[config.mk]
export PLATFORM = sky130hd
export DESIGN_NAME = gpr_access_ctrl_flat
export DESIGN_NICKNAME = d
export VERILOG_FILES = /design/src/rtl/gpr_access_ctrl_if.sv /design/src/rtl/gpr_access_ctrl.sv /design/src/flat_wrapper.sv
export SDC_FILE = /design/constraint.sdc
export NUM_CORES = 1
export LEC_CHECK = 0
export BUFFER_PORTS_ARGS = -buffer_cell sky130_fd_sc_hd__buf_2
export CAP_MARGIN = 10
export CORE_MARGIN = 2
export CORE_UTILIZATION = 40
export DETAILED_ROUTE_END_ITERATION = 12
export GPL_ROUTABILITY_DRIVEN = 0
export PLACE_DENSITY = 0.78
export SYNTH_ARGS = -nofsm -noshare
export SYNTH_HDL_FRONTEND = slang
export SYNTH_SLANG_ARGS = --single-unit
[constraint.sdc]
create_clock -name clk -period 2.2 [get_ports clk]
set_input_delay 0 -clock clk [delete_from_list [all_inputs] [get_ports clk]]
set_output_delay 0 -clock clk [all_outputs]
set_load 0.005 [all_outputs]
[src/rtl/gpr_access_ctrl_if.sv]
// gpr_access_ctrl_if: bundles the pipeline read/write-back handshakes and the gpr port.
// Ports (slave = controller side):
//   rd_req_valid/rd_req_ready, rs_addr, rt_addr     register-read request
//   rd_resp_valid/rd_resp_ready, rs_data, rt_data   register-read response
//   wb_valid/wb_ready, wb_addr, wb_data             write-back request
//   gpr_address, gpr_d, gpr_wren, gpr_q             single gpr port
interface gpr_access_ctrl_if #(
    parameter int N = 32,
    parameter int K = 5
);
    logic         rd_req_valid;
    logic         rd_req_ready;
    logic [K-1:0] rs_addr;
    logic [K-1:0] rt_addr;
    logic         rd_resp_valid;
    logic         rd_resp_ready;
    logic [N-1:0] rs_data;
    logic [N-1:0] rt_data;
    logic         wb_valid;
    logic         wb_ready;
    logic [K-1:0] wb_addr;
    logic [N-1:0] wb_data;
    logic [K-1:0] gpr_address;
    logic [N-1:0] gpr_d;
    logic         gpr_wren;
    logic [N-1:0] gpr_q;

    modport master (
        output rd_req_valid, rs_addr, rt_addr, rd_resp_ready,
        output wb_valid, wb_addr, wb_data, gpr_q,
        input  rd_req_ready, rd_resp_valid, rs_data, rt_data,
        input  wb_ready, gpr_address, gpr_d, gpr_wren
    );

    modport slave (
        input  rd_req_valid, rs_addr, rt_addr, rd_resp_ready,
        input  wb_valid, wb_addr, wb_data, gpr_q,
        output rd_req_ready, rd_resp_valid, rs_data, rt_data,
        output wb_ready, gpr_address, gpr_d, gpr_wren
    );
endinterface

[src/rtl/gpr_access_ctrl.sv]
// gpr_access_ctrl: serialises register reads and write-backs onto the single gpr port.
// Ports:
//   clk  system clock
//   rst  asynchronous active-low reset
//   bus  gpr_access_ctrl_if.slave: read request/response, write-back, gpr port
module gpr_access_ctrl #(
    parameter int N    = 32,
    parameter int Nreg = 32,
    parameter int K    = $clog2(Nreg)
) (
    input logic clk,
    input logic rst,
    gpr_access_ctrl_if.slave bus
);
    typedef enum logic [2:0] {IDLE, WRITE, READ_RS, READ_RT, RESP} state_t;

    state_t       state, state_nx;
    logic         rd_pend, rd_pend_nx;
    logic         wb_full;
    logic [K-1:0] wb_addr_q, rs_q, rt_q;
    logic [N-1:0] wb_data_q, rs_data_q, rt_data_q;
    logic         wb_acc, rd_acc;

    assign wb_acc            = bus.wb_valid && !wb_full;
    assign rd_acc            = bus.rd_req_valid && state == IDLE;
    assign bus.wb_ready      = !wb_full;
    assign bus.rd_req_ready  = state == IDLE;
    assign bus.rd_resp_valid = state == RESP;
    assign bus.rs_data       = rs_data_q;
    assign bus.rt_data       = rt_data_q;

    // All gpr port outputs decode from state only, so reset drops gpr_wren without waiting for a clock.
    always_comb begin
        state_nx        = state;
        rd_pend_nx      = rd_pend;
        bus.gpr_address = '0;
        bus.gpr_d       = wb_data_q;
        bus.gpr_wren    = 1'b0;
        case (state)
            IDLE: begin
                // A buffered or just-arriving write always goes first so the read sees it.
                if (wb_full || wb_acc) begin
                    state_nx   = WRITE;
                    rd_pend_nx = rd_acc;
                end else if (rd_acc) begin
                    state_nx = READ_RS;
                end
            end
            WRITE: begin
                bus.gpr_address = wb_addr_q;
                bus.gpr_wren    = wb_addr_q != '0;
                state_nx        = rd_pend ? READ_RS : IDLE;
                rd_pend_nx      = 1'b0;
            end
            READ_RS: begin
                bus.gpr_address = rs_q;
                state_nx        = READ_RT;
            end
            READ_RT: begin
                bus.gpr_address = rt_q;
                state_nx        = RESP;
            end
            RESP: state_nx = bus.rd_resp_ready ? IDLE : RESP;
            default: state_nx = IDLE;
        endcase
    end

    always_ff @(posedge clk or negedge rst) begin
        if (!rst) begin
            state     <= IDLE;
            rd_pend   <= 1'b0;
            wb_full   <= 1'b0;
            wb_addr_q <= '0;
            wb_data_q <= '0;
            rs_q      <= '0;
            rt_q      <= '0;
            rs_data_q <= '0;
            rt_data_q <= '0;
        end else begin
            state   <= state_nx;
            rd_pend <= rd_pend_nx;
            // The buffer is always full in WRITE, so drain and load never collide.
            if (state == WRITE) begin
                wb_full <= 1'b0;
            end else if (wb_acc) begin
                wb_full   <= 1'b1;
                wb_addr_q <= bus.wb_addr;
                wb_data_q <= bus.wb_data;
            end
            if (rd_acc) begin
                rs_q <= bus.rs_addr;
                rt_q <= bus.rt_addr;
            end
            if (state == READ_RS) rs_data_q <= rs_q == '0 ? '0 : bus.gpr_q;
            if (state == READ_RT) rt_data_q <= rt_q == '0 ? '0 : bus.gpr_q;
        end
    end
endmodule

[src/flat_wrapper.sv]
// flat-port wrapper written by rule: the top's interface ports become plain ports
module gpr_access_ctrl_flat 
#(
    parameter int N    = 32,
    parameter int Nreg = 32,
    parameter int K    = $clog2(Nreg)
)
  (clk, rst, bus_rd_req_valid, bus_rs_addr, bus_rt_addr, bus_rd_resp_ready, bus_wb_valid, bus_wb_addr, bus_wb_data, bus_gpr_q, bus_rd_req_ready, bus_rd_resp_valid, bus_rs_data, bus_rt_data, bus_wb_ready, bus_gpr_address, bus_gpr_d, bus_gpr_wren);
  gpr_access_ctrl_if #(.N(N), .K(K)) bus_i ();
  input logic clk;
  input logic rst;
  input wire logic [$bits(bus_i.rd_req_valid)-1:0] bus_rd_req_valid;
  input wire logic [$bits(bus_i.rs_addr)-1:0] bus_rs_addr;
  input wire logic [$bits(bus_i.rt_addr)-1:0] bus_rt_addr;
  input wire logic [$bits(bus_i.rd_resp_ready)-1:0] bus_rd_resp_ready;
  input wire logic [$bits(bus_i.wb_valid)-1:0] bus_wb_valid;
  input wire logic [$bits(bus_i.wb_addr)-1:0] bus_wb_addr;
  input wire logic [$bits(bus_i.wb_data)-1:0] bus_wb_data;
  input wire logic [$bits(bus_i.gpr_q)-1:0] bus_gpr_q;
  output wire logic [$bits(bus_i.rd_req_ready)-1:0] bus_rd_req_ready;
  output wire logic [$bits(bus_i.rd_resp_valid)-1:0] bus_rd_resp_valid;
  output wire logic [$bits(bus_i.rs_data)-1:0] bus_rs_data;
  output wire logic [$bits(bus_i.rt_data)-1:0] bus_rt_data;
  output wire logic [$bits(bus_i.wb_ready)-1:0] bus_wb_ready;
  output wire logic [$bits(bus_i.gpr_address)-1:0] bus_gpr_address;
  output wire logic [$bits(bus_i.gpr_d)-1:0] bus_gpr_d;
  output wire logic [$bits(bus_i.gpr_wren)-1:0] bus_gpr_wren;
  assign bus_i.rd_req_valid = bus_rd_req_valid;
  assign bus_i.rs_addr = bus_rs_addr;
  assign bus_i.rt_addr = bus_rt_addr;
  assign bus_i.rd_resp_ready = bus_rd_resp_ready;
  assign bus_i.wb_valid = bus_wb_valid;
  assign bus_i.wb_addr = bus_wb_addr;
  assign bus_i.wb_data = bus_wb_data;
  assign bus_i.gpr_q = bus_gpr_q;
  assign bus_rd_req_ready = bus_i.rd_req_ready;
  assign bus_rd_resp_valid = bus_i.rd_resp_valid;
  assign bus_rs_data = bus_i.rs_data;
  assign bus_rt_data = bus_i.rt_data;
  assign bus_wb_ready = bus_i.wb_ready;
  assign bus_gpr_address = bus_i.gpr_address;
  assign bus_gpr_d = bus_i.gpr_d;
  assign bus_gpr_wren = bus_i.gpr_wren;
  gpr_access_ctrl #(.N(N), .Nreg(Nreg), .K(K)) u_core (.clk(clk), .rst(rst), .bus(bus_i));
endmodule
# --- Word-level counts from Yosys, hierarchy flattened ---
# Index checks and enable logic that the tools add are counted.
word_totals:
  ff_bits: 116
  latchBits: 0
  ram_bits: 0
  romBits: 0
  out_inout_bits: 105
  word_cells: 41
  memories: 0
classes:
  n_addsub: 0
  n_mul: 0
  n_div: 0
  order_cmp: 0
  n_eq_ne: 6
  shifts: 0
  mux: 13
  bitwise: 1
  n_reduce_logical: 12
ops:
  columns: ["op", "count"]
  rows:
  - ["$mux 32", 2]
  - ["$pmux 3 s5", 1]
  - ["$pmux 5 s3", 1]
  - ["$logic_not 5->1", 2]
  - ["$mux 3", 3]
  - ["$eq 3x2->1 const B", 2]
  - ["$reduce_bool 5->1", 1]
  - ["$mux 1", 4]
  - ["$reduce_and 2->1", 2]
  - ["$reduce_bool 2->1", 2]
  - ["$eq 3x1->1 const B", 1]
  - ["$eq 3x3->1 const B", 1]
  - ["$logic_not 3->1", 1]
  - ["$ne 3x1->1 const B", 1]
  - ["$logic_and 1x1->1", 2]
  - ["$mux 2", 1]
  - ["$ne 2x1->1 const B", 1]
  - ["$pmux 1 s2", 1]
  - ["$logic_not 1->1", 1]
  - ["$logic_or 1x1->1", 1]
  - ["$not 1->1", 1]

# --- Depth between registers and ports, before layout ---
logic_depth:
  ltp_word: 5
  ltp_mapped: 6
  depth_no_buf: 3

# --- Least setup slack after synthesis ---
# No wires, ideal clock.
synth_timing:
  path_type: "reg-to-reg"
  start: "register u_core.state[0]"
  end: "register u_core.rs_q[0]"
  setup_ns: 0.125
  t_arrival_ns: 1.430
  path_slack_ns: 0.645
  path_stages_with_launch: 5
  cell_sequence: "dfrtp_1 > buf_2 > nor4b_1 > buf_4 > mux2_2"
synth_between:
  elab_chain_len: 2
synth_lines:
  columns: ["element", "line_no", "source"]
  rows:
  - ["start: declaration", "gpr_access_ctrl.sv:17", "state_t state, state_nx;"]
  - ["start signal: assignment", "gpr_access_ctrl.sv:80", "state <= state_nx;"]
  - ["$logic_not 3->1", "gpr_access_ctrl.sv:25", "assign rd_acc = bus.rd_req_valid && state == IDLE;"]
  - ["$logic_and 1x1->1", "gpr_access_ctrl.sv:25", null]
  - ["end signal: assignment", "gpr_access_ctrl.sv:91", "rs_q <= bus.rs_addr;"]
  - ["end: declaration", "gpr_access_ctrl.sv:20", "logic [K-1:0] wb_addr_q, rs_q, rt_q;"]
# No other way between the ends.
# A chain may end at the register's enable or synchronous reset.

# --- Worst setup path after layout ---
layout_timing:
  start: "register u_core.state[0]"
  end: "output bus_gpr_address[1]"
layout_between:
  elab_chain_len: 2
layout_lines:
  columns: ["element", "line_no", "source"]
  rows:
  - ["$eq 3x2->1 / $eq 3x1->1 (equally long branches)", "gpr_access_ctrl.sv:39", "case (state)"]
  - ["$pmux 5 s3 (*)", "gpr_access_ctrl.sv:39", null]
  - ["end: declaration", "flat_wrapper.sv:25", "output wire logic [$bits(bus_i.gpr_address)-1:0] bus_gpr_address;"]
# Every way passes the cells marked *; elsewhere a longest branch is shown, timed or not.

==> impl_metrics.json <==
{
  "grt_max_degree": 56,
  "report.final.slew_viol_count": 0,
  "power_density_mw_per_mm2": 1390,
  "p_total_mw": 10.0,
  "path_class": "reg -> out",
  "nNetsFinal": 789,
  "cts_root_buffer": "clkbuf_16",
  "drtIter0Drc": 269,
  "first_pass_iters": 5,
  "finalNonFillerCells": 858,
  "startpoint_type": "register",
  "syn_area_sq_mm": 0.00470,
  "cts.path.max_buffers": 2,
  "slowest_stage": "dfrtp_1",
  "netlist_instances": 431,
  "fmax_ghz": 0.503,
  "syn_to_final_growth_pct": 53.5,
  "grt_antenna_before_repair": 0,
  "regToRegStartpoint": "u_core.state[1]",
  "syn_nets": 515,
  "drcViolationCount": 0,
  "dieArea_sq_mm": 0.0126,
  "status": "finished clean",
  "track_usage_pct": 21.9,
  "rrSetupSlack_ps": 310,
  "layout-drive-gt1-share_pct": 39.4,
  "reg2reg_depth": 4,
  "rsz0062_at_grt": "no",
  "skew_ps": 13.1,
  "leakagePower_nw": 3.51,
  "finalWirelength_um": 13500,
  "nFillCells": 875,
  "post-place-ws_ps": 345,
  "coreArea_sq_mm": 0.0114,
  "clk_latency_ps": 400,
  "drv_cap": 0,
  "grt_pass1_wl_um": 21800,
  "htreeDepth": 4,
  "seq_area_frac_synth_pct": 61.8,
  "finalCriticalPeriod_ps": 1990,
  "synth_warnings": 0,
  "cts_tree": "yes",
  "timing.final.ws_setup_ps": 210,
  "rows": 39,
  "worstPathArrival_ps": 1990,
  "diodes": 0,
  "ys_types": 29,
  "path_cells": "nor2b_1 > a22oi_1 > nor2_1 > buf_2",
  "hold_class": "in -> async",
  "ctsResizeCount": 0,
  "hold_viol_final": 0,
  "ys_ff_latch": 116,
  "wl_per_cell_um": 15.8,
  "pin_count": 189,
  "cp_max_fo": 18,
  "fin_crit_sh_pct": 90.4,
  "clk_pin_slew_worst_paths_ps": 50,
  "die_h_um": 112,
  "reg2reg_to": "u_core.bus.gpr_d[31]",
  "required_ps": 2200,
  "grt_pass1_vias": 4386,
  "die_w_um": 112,
  "grt-ovfl-total": 0,
  "tns_ps": 0,
  "dpl.cell_count": 746,
  "start_util_pct": 41.1,
  "dpl.hpwl_um": 8550,
  "tightest_slew_ps": 670,
  "slew_headroom_pct": 55.3,
  "endpoint_kind": "output port",
  "cpPeakStageDelay_ps": 770,
  "numPortBuffers": 188,
  "setup-violations-final": 0,
  "cts_buffers": 17,
  "clock_sinks": 116,
  "ant_nets": 0,
  "syn_area_per_cell_sq_um": 10.9,
  "vias": 4209,
  "vdd_ir_drop_max_uv": 760,
  "viasPerCell": 4.91
}
## per-stage QoR
step,hold WS [ps],area (sq um),util (%)
after floorplan,-296,4700,-
after global placement,-30.5,5790,50.7
after detailed placement,-19.5,5790,50.7
after CTS,116,7210,63.1
after global routing,126,7210,63.1
final,104,7210,63.1
## critical path, delay by kind of cell (launching register included)
kind	cells	cell delay, ps
AOI/OAI and AO/OA	1	140
buffers and inverters	1	130
DFF	1	770
and+or+nand+nor	2	550
## timing repair
action                                 in CTS  in global routing
buffers inserted                            0                  0
endpoints found under the hold margin     199                  0
hold buffers                               83                  0
## worst max-delay path by stage
stage | endpoint | start | slack, ps | depth (start not counted)
2_1_floorplan | u_core.rs_q[0] | u_core.state[0] | 650 | 4
3_3_place_gp | u_core.bus.gpr_d[16] | u_core.state[1] | 460 | 4
3_5_place_dp | u_core.bus.gpr_d[31] | u_core.state[1] | 350 | 4
4_1_cts | bus_gpr_address[1] | u_core.state[0] | 210 | 4
5_1_grt | bus_gpr_address[1] | u_core.state[0] | 60 | 4
6_report | bus_gpr_address[1] | u_core.state[0] | 210 | 4
## flip-flops by register name (all words and copies together), names as in the netlist
name                count
u_core.bus.rs_data     32
u_core.wb_full          1
u_core.bus.gpr_d       32
u_core.wb_addr_q        5
u_core.bus.rt_data     32
u_core.rt_q             5
u_core.state            3
u_core.rd_pend          1
u_core.rs_q             5
## cells in the final DEF (no fill, tap or decap), drive strengths merged
| cell type | count |
|---|---|
| o21ai | 67 |
| clkbuf | 25 |
| nor3b | 2 |
| bufinv | 2 |
| nor2b | 1 |
| or3b | 1 |
| a21oi | 4 |
| buf | 200 |
| nor4b | 1 |
| nand2b | 1 |
| nor3 | 2 |
| nand2 | 130 |
| o31ai | 1 |
| nand3b | 3 |
| nand3 | 1 |
| and3b | 1 |
| inv | 2 |
| dlygate4sd3 | 83 |
| clkinv | 2 |
| dfrtp | 116 |
| a22oi | 5 |
| a21o | 1 |
| or4 | 2 |
| mux2 | 52 |
| nor2 | 10 |
## layout make-up
cell class	instances	area (sq um)	share of cell area, %
inverters	2	7.51	0.104
clock buffers	25	515	7.15
clock inverters	4	70.1	0.972
well taps	143	179	2.48
repair buffers	283	1880	26.0
multi-input cells	285	1660	23.0
flip-flops and latches	116	2900	40.3
## per-layer routing
metal  global-route usage [%]  vias up  share of wire, %
met5                        0        -                 0
met4                     10.1        0               3.3
met3                     5.67       38               5.5
met2                     38.3      158                52
met1                     25.3     2025                40
li1                         -     1988                 -
## Yosys cell counts
cell | instances | area share [%]
or3b_1 | 1 | 0.19
nor3b_2 | 1 | 0.27
nand3_1 | 1 | 0.11
clkbuf_2 | 6 | 0.64
dfrtp_1 | 116 | 62
a21oi_1 | 3 | 0.32
nor3_1 | 2 | 0.21
a22oi_1 | 5 | 0.80
nor2b_1 | 1 | 0.13
mux2_2 | 50 | 12
a21oi_4 | 1 | 0.35
o31ai_1 | 1 | 0.16
nor2_1 | 10 | 0.80
buf_6 | 3 | 0.72
buf_2 | 5 | 0.53
inv_1 | 2 | 0.16
nand2_1 | 130 | 10
or4_1 | 2 | 0.32
a21o_1 | 1 | 0.16
o21ai_1 | 17 | 1.8
clkbuf_1 | 13 | 1.0
nor3b_1 | 1 | 0.16
o21ai_0 | 50 | 5.3
nor4b_1 | 1 | 0.19
nand3b_1 | 3 | 0.48
mux2_1 | 2 | 0.48
buf_4 | 1 | 0.16
nand2b_1 | 1 | 0.13
and3b_1 | 1 | 0.19
## cells by family (layout without fill, tap and decap cells)
logic type             Yosys count  count (layout)  synth area share [%]
AND/OR/NAND/NOR                155             155                  13.6
flip-flops                     116             116                  61.8
AO/OA/AOI/OAI                   78              78                  8.92
multiplexers                    52              52                  12.5
buffers and inverters           30             314                  3.25
## power by group
| part | switching [mW] | internal (mW) |
|---|---|---|
| clock network | 0.887 | 1.82 |
| registers | 0.684 | 3.20 |
| logic | 1.68 | 1.77 |
No activity file was read; power rests on OpenSTA's default activity.
